--- src/rtl/i2c_reg_target_if.sv ---
// i2c_reg_target_if: pin-level I2C bus plus the write-strobe export of the register target.
interface i2c_reg_target_if;
    logic       I2C_SCL;
    logic       I2C_SDA_IN;
    logic       I2C_SDA_OE;
    logic       BUSY;
    logic       WR_STB;
    logic [7:0] WR_ADDR;
    logic [7:0] WR_DATA;
    modport master (
        output I2C_SCL, I2C_SDA_IN,
        input  I2C_SDA_OE, BUSY, WR_STB, WR_ADDR, WR_DATA
    );
    modport slave (
        input  I2C_SCL, I2C_SDA_IN,
        output I2C_SDA_OE, BUSY, WR_STB, WR_ADDR, WR_DATA
    );
endinterface

--- src/rtl/i2c_reg_target.sv ---
// i2c_reg_target: oversampling I2C target with an 8-bit register file and write-strobe export.
// Pin events act 3 clocks after the pin changes; SCL is never stretched.
module i2c_reg_target #(
    parameter logic [6:0] DEV_ADDR  = 7'h39,
    parameter int         REG_COUNT = 256
) (
    input logic             CLK_50MHZ,
    input logic             RESET,
    i2c_reg_target_if.slave bus
);
    localparam int AW = (REG_COUNT > 1) ? $clog2(REG_COUNT) : 1;

    typedef enum logic [3:0] {IDLE, ADDR, ACK, PTR, WDATA, RDATA, MACK, MWAIT, IGNORE} state_t;

    state_t        state_q, state_d, ret_q, ret_d;
    logic [2:0]    scl_q, sda_q;
    logic [3:0]    cnt_q, cnt_d;
    logic [7:0]    sh_q, sh_d;
    logic [AW-1:0] ptr_q, ptr_d;
    logic          ackd_q, ackd_d;
    logic          oe_q, oe_d;
    logic          busy_q, busy_d;
    logic          stb_q, stb_d;
    logic [7:0]    waddr_q, waddr_d;
    logic [7:0]    wdata_q, wdata_d;
    logic          we;
    logic [7:0]    mem_q [REG_COUNT];

    // [0]/[1] are the synchroniser flops, [2] is the edge-detect history
    wire       scl_rise = scl_q[1] & ~scl_q[2];
    wire       scl_fall = ~scl_q[1] & scl_q[2];
    wire       start    = ~sda_q[1] & sda_q[2] & scl_q[1];
    wire       stop     = sda_q[1] & ~sda_q[2] & scl_q[1];
    wire [7:0] byte_in  = {sh_q[6:0], sda_q[1]};
    wire [7:0] rd_data  = mem_q[ptr_q];

    always_ff @(posedge CLK_50MHZ or posedge RESET) begin
        if (RESET) begin
            scl_q   <= '1;
            sda_q   <= '1;
            state_q <= IDLE;
            ret_q   <= IDLE;
            cnt_q   <= '0;
            sh_q    <= '0;
            ptr_q   <= '0;
            ackd_q  <= 1'b0;
            oe_q    <= 1'b0;
            busy_q  <= 1'b0;
            stb_q   <= 1'b0;
            waddr_q <= '0;
            wdata_q <= '0;
            for (int i = 0; i < REG_COUNT; i++) mem_q[i] <= '0;
        end else begin
            scl_q   <= {scl_q[1:0], bus.I2C_SCL};
            sda_q   <= {sda_q[1:0], bus.I2C_SDA_IN};
            state_q <= state_d;
            ret_q   <= ret_d;
            cnt_q   <= cnt_d;
            sh_q    <= sh_d;
            ptr_q   <= ptr_d;
            ackd_q  <= ackd_d;
            oe_q    <= oe_d;
            busy_q  <= busy_d;
            stb_q   <= stb_d;
            waddr_q <= waddr_d;
            wdata_q <= wdata_d;
            if (we) mem_q[ptr_q] <= byte_in;
        end
    end

    always_comb begin
        state_d = state_q;
        ret_d   = ret_q;
        cnt_d   = cnt_q;
        sh_d    = sh_q;
        ptr_d   = ptr_q;
        ackd_d  = ackd_q;
        oe_d    = oe_q;
        busy_d  = busy_q;
        stb_d   = 1'b0;
        waddr_d = waddr_q;
        wdata_d = wdata_q;
        we      = 1'b0;
        if (start) begin
            state_d = ADDR;
            cnt_d   = '0;
            busy_d  = 1'b1;
            oe_d    = 1'b0;
        end else if (stop) begin
            state_d = IDLE;
            busy_d  = 1'b0;
            oe_d    = 1'b0;
        end else begin
            case (state_q)
                ADDR, PTR, WDATA: if (scl_rise) begin
                    sh_d  = byte_in;
                    cnt_d = cnt_q + 4'd1;
                    if (cnt_q == 4'd7) begin
                        cnt_d   = '0;
                        ackd_d  = 1'b0;
                        state_d = ACK;
                        ret_d   = WDATA;
                        case (state_q)
                            ADDR: begin
                                ret_d   = byte_in[0] ? RDATA : PTR;
                                state_d = (byte_in[7:1] == DEV_ADDR) ? ACK : IGNORE;
                            end
                            PTR: ptr_d = byte_in[AW-1:0];
                            default: begin
                                we      = 1'b1;
                                stb_d   = 1'b1;
                                waddr_d = 8'(ptr_q);
                                wdata_d = byte_in;
                                ptr_d   = ptr_q + 1'b1;
                            end
                        endcase
                    end
                end
                // first falling edge drives the ACK, the second releases it and moves on
                ACK: if (scl_fall) begin
                    if (!ackd_q) begin
                        oe_d   = 1'b1;
                        ackd_d = 1'b1;
                    end else begin
                        cnt_d   = '0;
                        state_d = ret_q;
                        sh_d    = (ret_q == RDATA) ? rd_data : sh_q;
                        oe_d    = (ret_q == RDATA) ? ~rd_data[7] : 1'b0;
                    end
                end
                RDATA: begin
                    if (scl_rise) cnt_d = cnt_q + 4'd1;
                    else if (scl_fall) begin
                        state_d = (cnt_q == 4'd8) ? MACK : RDATA;
                        oe_d    = (cnt_q == 4'd8) ? 1'b0 : ~sh_q[6];
                        sh_d    = {sh_q[6:0], 1'b0};
                    end
                end
                MACK: if (scl_rise) begin
                    ptr_d   = ptr_q + 1'b1;
                    state_d = sda_q[1] ? IGNORE : MWAIT;
                end
                MWAIT: if (scl_fall) begin
                    state_d = RDATA;
                    cnt_d   = '0;
                    sh_d    = rd_data;
                    oe_d    = ~rd_data[7];
                end
                default: ;
            endcase
        end
    end

    assign bus.I2C_SDA_OE = oe_q;
    assign bus.BUSY       = busy_q;
    assign bus.WR_STB     = stb_q;
    assign bus.WR_ADDR    = waddr_q;
    assign bus.WR_DATA    = wdata_q;
endmodule

--- src/flat_wrapper.sv ---
// flat-port wrapper written by rule: the top's interface ports become plain ports
module i2c_reg_target_flat 
#(
    parameter logic [6:0] DEV_ADDR  = 7'h39,
    parameter int         REG_COUNT = 256
)
  (CLK_50MHZ, RESET, bus_I2C_SCL, bus_I2C_SDA_IN, bus_I2C_SDA_OE, bus_BUSY, bus_WR_STB, bus_WR_ADDR, bus_WR_DATA);
  i2c_reg_target_if bus_i ();
  input logic CLK_50MHZ;
  input logic RESET;
  input wire logic [$bits(bus_i.I2C_SCL)-1:0] bus_I2C_SCL;
  input wire logic [$bits(bus_i.I2C_SDA_IN)-1:0] bus_I2C_SDA_IN;
  output wire logic [$bits(bus_i.I2C_SDA_OE)-1:0] bus_I2C_SDA_OE;
  output wire logic [$bits(bus_i.BUSY)-1:0] bus_BUSY;
  output wire logic [$bits(bus_i.WR_STB)-1:0] bus_WR_STB;
  output wire logic [$bits(bus_i.WR_ADDR)-1:0] bus_WR_ADDR;
  output wire logic [$bits(bus_i.WR_DATA)-1:0] bus_WR_DATA;
  assign bus_i.I2C_SCL = bus_I2C_SCL;
  assign bus_i.I2C_SDA_IN = bus_I2C_SDA_IN;
  assign bus_I2C_SDA_OE = bus_i.I2C_SDA_OE;
  assign bus_BUSY = bus_i.BUSY;
  assign bus_WR_STB = bus_i.WR_STB;
  assign bus_WR_ADDR = bus_i.WR_ADDR;
  assign bus_WR_DATA = bus_i.WR_DATA;
  i2c_reg_target #(.DEV_ADDR(DEV_ADDR), .REG_COUNT(REG_COUNT)) u_core (.CLK_50MHZ(CLK_50MHZ), .RESET(RESET), .bus(bus_i));
endmodule
--- config.mk ---
export PLATFORM = sky130hd
export DESIGN_NAME = i2c_reg_target_flat
export DESIGN_NICKNAME = d
export VERILOG_FILES = /design/src/rtl/i2c_reg_target_if.sv /design/src/rtl/i2c_reg_target.sv /design/src/flat_wrapper.sv
export SDC_FILE = /design/constraint.sdc
export NUM_CORES = 2
export LEC_CHECK = 0
export CORE_ASPECT_RATIO = 1.1
export CORE_MARGIN = 10
export CORE_UTILIZATION = 66
export CTS_BUF_LIST = sky130_fd_sc_hd__clkbuf_4 sky130_fd_sc_hd__clkbuf_8
export CTS_CLUSTER_SIZE = 14
export DETAILED_ROUTE_END_ITERATION = 8
export PLACE_DENSITY = 0.82
export SLEW_MARGIN = 10
export SYNTH_ARGS = -nofsm -noshare
export SYNTH_HDL_FRONTEND = slang
export SYNTH_SLANG_ARGS = --single-unit
--- constraint.sdc ---
create_clock -name CLK_50MHZ -period 93.4 [get_ports CLK_50MHZ]
set_input_delay 9.34 -clock CLK_50MHZ [delete_from_list [all_inputs] [get_ports CLK_50MHZ]]
set_output_delay 9.34 -clock CLK_50MHZ [all_outputs]
set_load 0.01 [all_outputs]
**Word-level counts from Yosys, hierarchy flattened**

Index checks and enable logic that the tools add are counted.

- Bitwise operators: 16
- Add/subtract/negate cells: 2
- Eq/ne operators: 35
- Mux-type cells: 67
- Divide/modulo/power cells: 0
- Order comparisons: 2
- $mul: 0
- Reduce and logical (&&, ||, !) cells: 18
- Shift operators: 0

Operators by type and width:

| kind | number |
|---|---|
| $bwmux 2048 | 1 |
| $mux 4 | 22 |
| $bmux 8 s8 | 1 |
| $demux 8 s8 | 1 |
| $mux 7 | 7 |
| $mux 8 | 6 |
| $pmux 8 s2 | 2 |
| $ne 4x1->1 const B | 7 |
| $pmux 7 s4 | 1 |
| $eq 4x3->1 const B | 6 |
| $mux 1 | 20 |
| $pmux 4 s5 | 1 |
| $ne 2x1->1 const B | 9 |
| $pmux 4 s4 | 1 |
| $ne 3x1->1 const B | 5 |
| $reduce_and 7->1 | 2 |
| $reduce_and 6->1 | 2 |
| $reduce_and 10->1 | 1 |
| $reduce_and 5->1 | 2 |
| $reduce_bool 5->1 | 2 |
| $ge 9x9->1 const B | 1 |
| $lt 9x1->1 const B | 1 |
| $not 1->1 | 9 |
| $not 8->9 | 1 |
| other kinds (20) | 29 |

- Bits in latches: 0
- Bits in writable memories: 0
- ROM bits: 0
- Memories: 0
- Register bits: 2101
- Output and inout port bits: 19

**Depth between registers and ports, before layout**

- Word-level depth: 11
- Depth in mapped cells: 14

**Worst setup path before layout**

OpenSTA, ideal clock, no wires.

- Path kind: flip-flop to output port
- Start point: register u_core.busy_q, in the netlist u_core.bus.BUSY
- End point: output port bus_BUSY
- Cell stages (with the launch flop): 1
- Slack: 83.667 ns
- Arrival time: 0.393 ns
- Buffers on the path: 0
- Data required time: 84.060 ns
- Path through: dfrtp_1

RTL lines:

| what | RTL line | RTL |
|---|---|---|
| from (decl) | i2c_reg_target.sv:22 | `logic busy_q, busy_d;` |
| from (signal assigned) | i2c_reg_target.sv:63 | `busy_q <= busy_d;` |
| to (decl) | flat_wrapper.sv:14 | `output wire logic [$bits(bus_i.BUSY)-1:0] bus_BUSY;` |

No word-level cell between the ends.

==> impl_metrics.ini <==
[run_status]
status = completed

[sta]
fin_crit_ns = 14.58
finClkSkew_ns = 0.07162
slew_violations = 0
hold_viol = 0
tightestPinTransition_ns = 1.310
fin_crit_sh = 0.1561
holdWs_ns = 0.3575
fmax_ghz = 0.06860
setup_tns_ns = 0
rsz0062_at_grt = false
setup_viol = 0
max_slew_margin = 0.1232

[yosys]
yosys-top-cells-area = dfrtp_1 (54%), mux2_2 (24%), mux4_2 (14%)
synth-xor-area-share = 0.00009069
synth.cell_area_um2 = 96580
synth_compound_area_frac = 0.01527
synth-edff-count = 0
synth-seq-cells = 2100
synth.distinct_cells = 70
synth_warnings = 0
synth_top_family_by_area = multiplexers
avgSynthCellArea_um2 = 15.88
synth_top_flop_cell = dfrtp_1
synth_top_area_frac = 0.5426
async_flop_share = 1.000
synth_largest_area_cell = dfrtp_1
synth_mux_area_frac = 0.3816
yosys.area_share.simple = 0.03512
syn_inst = 6080
synth_adder_area_share = 0.0007773
syn-num-nets = 6090
ys_seq_area_frac = 0.5442

[detailed_routing]
drt_wl_total_um = 251200
num_vias = 56140
drt_iter0_markers = 5506
dr.pass1.iters = 6
drc = 0
viasPerCell = 6.800
routedWlPerCell_um = 30.43
ant_nets = 0

[clock_tree]
hold_buffers = 0
cts_resized = 0
cts_htree_levels = 5
insertion_delay_ns = 1.08
root_buffer = clkbuf_8
cts_buffers = 340
clk_pin_slew_ns = 0.06
post_cts_buffers = 0
cts_tree = yes
cts_buffer_depth = 4
clock-sinks = 2100

[pwr]
ir_drop_mv = 0.02549
powerDensity_nw_per_um2 = 18.67
leakagePower_nw = 49.39

[finish]
layout.nets = 6092
final_common_cell = dfrtp_1
layout.filler_cells = 9066
final_cell_mix = dfrtp_1 (2,081), mux2_2 (2,049), mux4_2 (601)
drive_gt1_frac = 0.5698
final_util = 0.7220
syn_to_final_growth_pct = 8.899

[floorplanning]
num_rows = 147
die-height_um = 421.2
ios = 23
start_util = 0.6630
core_area_um2 = 145700
chipWidth_um = 384.7
fp.dieArea_um2 = 162100

[placed_design]
dp_hpwl_um = 152700
portBuffers = 22
gp_congestion = 0.9242

[global_routing]
use_met1 = 0.4191
grt_most_used_layer = met2
antenna_found_initial = 7
grt_pass1_vias = 59440
grt_max_degree = 183
use_met2 = 0.4709
grt_usage = 0.3134
grt_pass1_wl_um = 383400
use_met3 = 0.09309
gr-total-overflow = 0

[critical_path]
crit_path_end_kind = async pin
startpoint = RESET
required_ns = 94.43
r2r-start = u_core.ptr_q[0]
worstPathMaxFanout = 179
path_cells = clkdlybuf4s50_1 > inv_8 > buf_12 > buf_4 > buf_4 > buf_12 > buf_12 > buf_4
cp_slowest_stage_delay_ns = 0.90
crit_path_top_delay_cell = buf_4
cp_top_family = buffers and inverters
start_kind = input pin
worstPathBufferInverterCount = 8
crit_type = in2async
critPathArrivalTime_ns = 15.61

[min_path]
hold_class = reg2reg
worstHoldStart = u_core.sda_q[0]

[run]
maxCapViolCount = 0
stage by stage:
step / std cells / instance area, um^2 / setup WS [ns] / power [mW]
3_5_place_dp: 7677 / 98130 / 77.56 / 1.150
5_1_grt: 8252 / 105200 / 77.91 / 2.028
6_report: 8256 / 105200 / 78.82 / 1.963
4_1_cts: 8251 / 105200 / 78.68 / 1.968
2_1_floorplan: 6080 / 96580 / 24.75 / 1.083
3_3_place_gp: 7677 / 98130 / 77.70 / 1.144
area by class of cell:
class | count | area [um^2] | share of cell area
multi-input combinational | 3500 | 41910 | 0.3985
tap | 1937 | 2424 | 0.02304
inverter | 16 | 75.07 | 0.0007138
timing repair buffer | 124 | 1124 | 0.01068
clock buffer | 546 | 6777 | 0.06443
sequential | 2100 | 52610 | 0.5002
antenna | 5 | 12.51 | 0.0001190
clock inverter | 28 | 246.5 | 0.002344
power breakdown:
group	internal (mW)	switching (mW)
clock	0.467	0.359
combinational	0.0353	0.147
sequential	0.915	0.0409
total	1.42	0.547
state kept, by name (all words and copies together), names as in the netlist, 4 cells and up:
signal and cells:
u_core.cnt_q 4, u_core.ptr_q 8, u_core.sh_q 7, u_core.mem_q 2048, u_core.bus.WR_DATA 8, u_core.state_q 4
u_core.bus.WR_ADDR 8
final timing paths:
kind / endpoint / slack [ns] / cells after the start
worst max-delay path: u_core.mem_q[615] / 78.82 / 8
worst min-delay path: u_core.sda_q[1] / 0.36 / 0
worst max register to register: u_core.bus.I2C_SDA_OE / 86.55 / 12
worst min register to register: u_core.sda_q[1] / 0.36 / 0
max in group CLK_50MHZ: bus_WR_ADDR[4] / 82.09 / 1
min in group asynchronous: u_core.mem_q[1324] / 8.86 / 2
per-layer routing:
layer | up-vias | wire length, um
met5 | - | 92
met4 | 14 | 14000
met3 | 692 | 22360
met2 | 2360 | 117000
met1 | 30360 | 97770
li1 | 22720 | -
Yosys cell counts, drive strengths merged (5+ instances only):
| master | instances |
|---|---|
| nor2 | 277 |
| nand2 | 177 |
| o21ai | 37 |
| ha | 6 |
| nand4 | 6 |
| mux2i | 25 |
| nor4 | 9 |
| nor3 | 17 |
| inv | 16 |
| dfrtp | 2094 |
| a22oi | 55 |
| a21oi | 49 |
| buf | 162 |
| nor2b | 14 |
| mux2 | 2049 |
| nand2b | 11 |
| nand3 | 50 |
| dfstp | 6 |
| a2111oi | 5 |
| nand3b | 5 |
| o22ai | 15 |
| clkbuf | 302 |
| a31oi | 10 |
| and2 | 8 |
| a211oi | 7 |
| mux4 | 601 |
kinds of logic (layout without fill, tap and decap cells):
group,Yosys count,count (layout)
adders and majority gates,6,6
xor gates and xnor gates,1,1
muxes,2675,2675
AOI/OAI and AO/OA,222,222
other,0,5
DFF,2100,2100
buffers and inverters,480,714
and+or+nand+nor,596,596
Power figures use the tool's default switching activity.
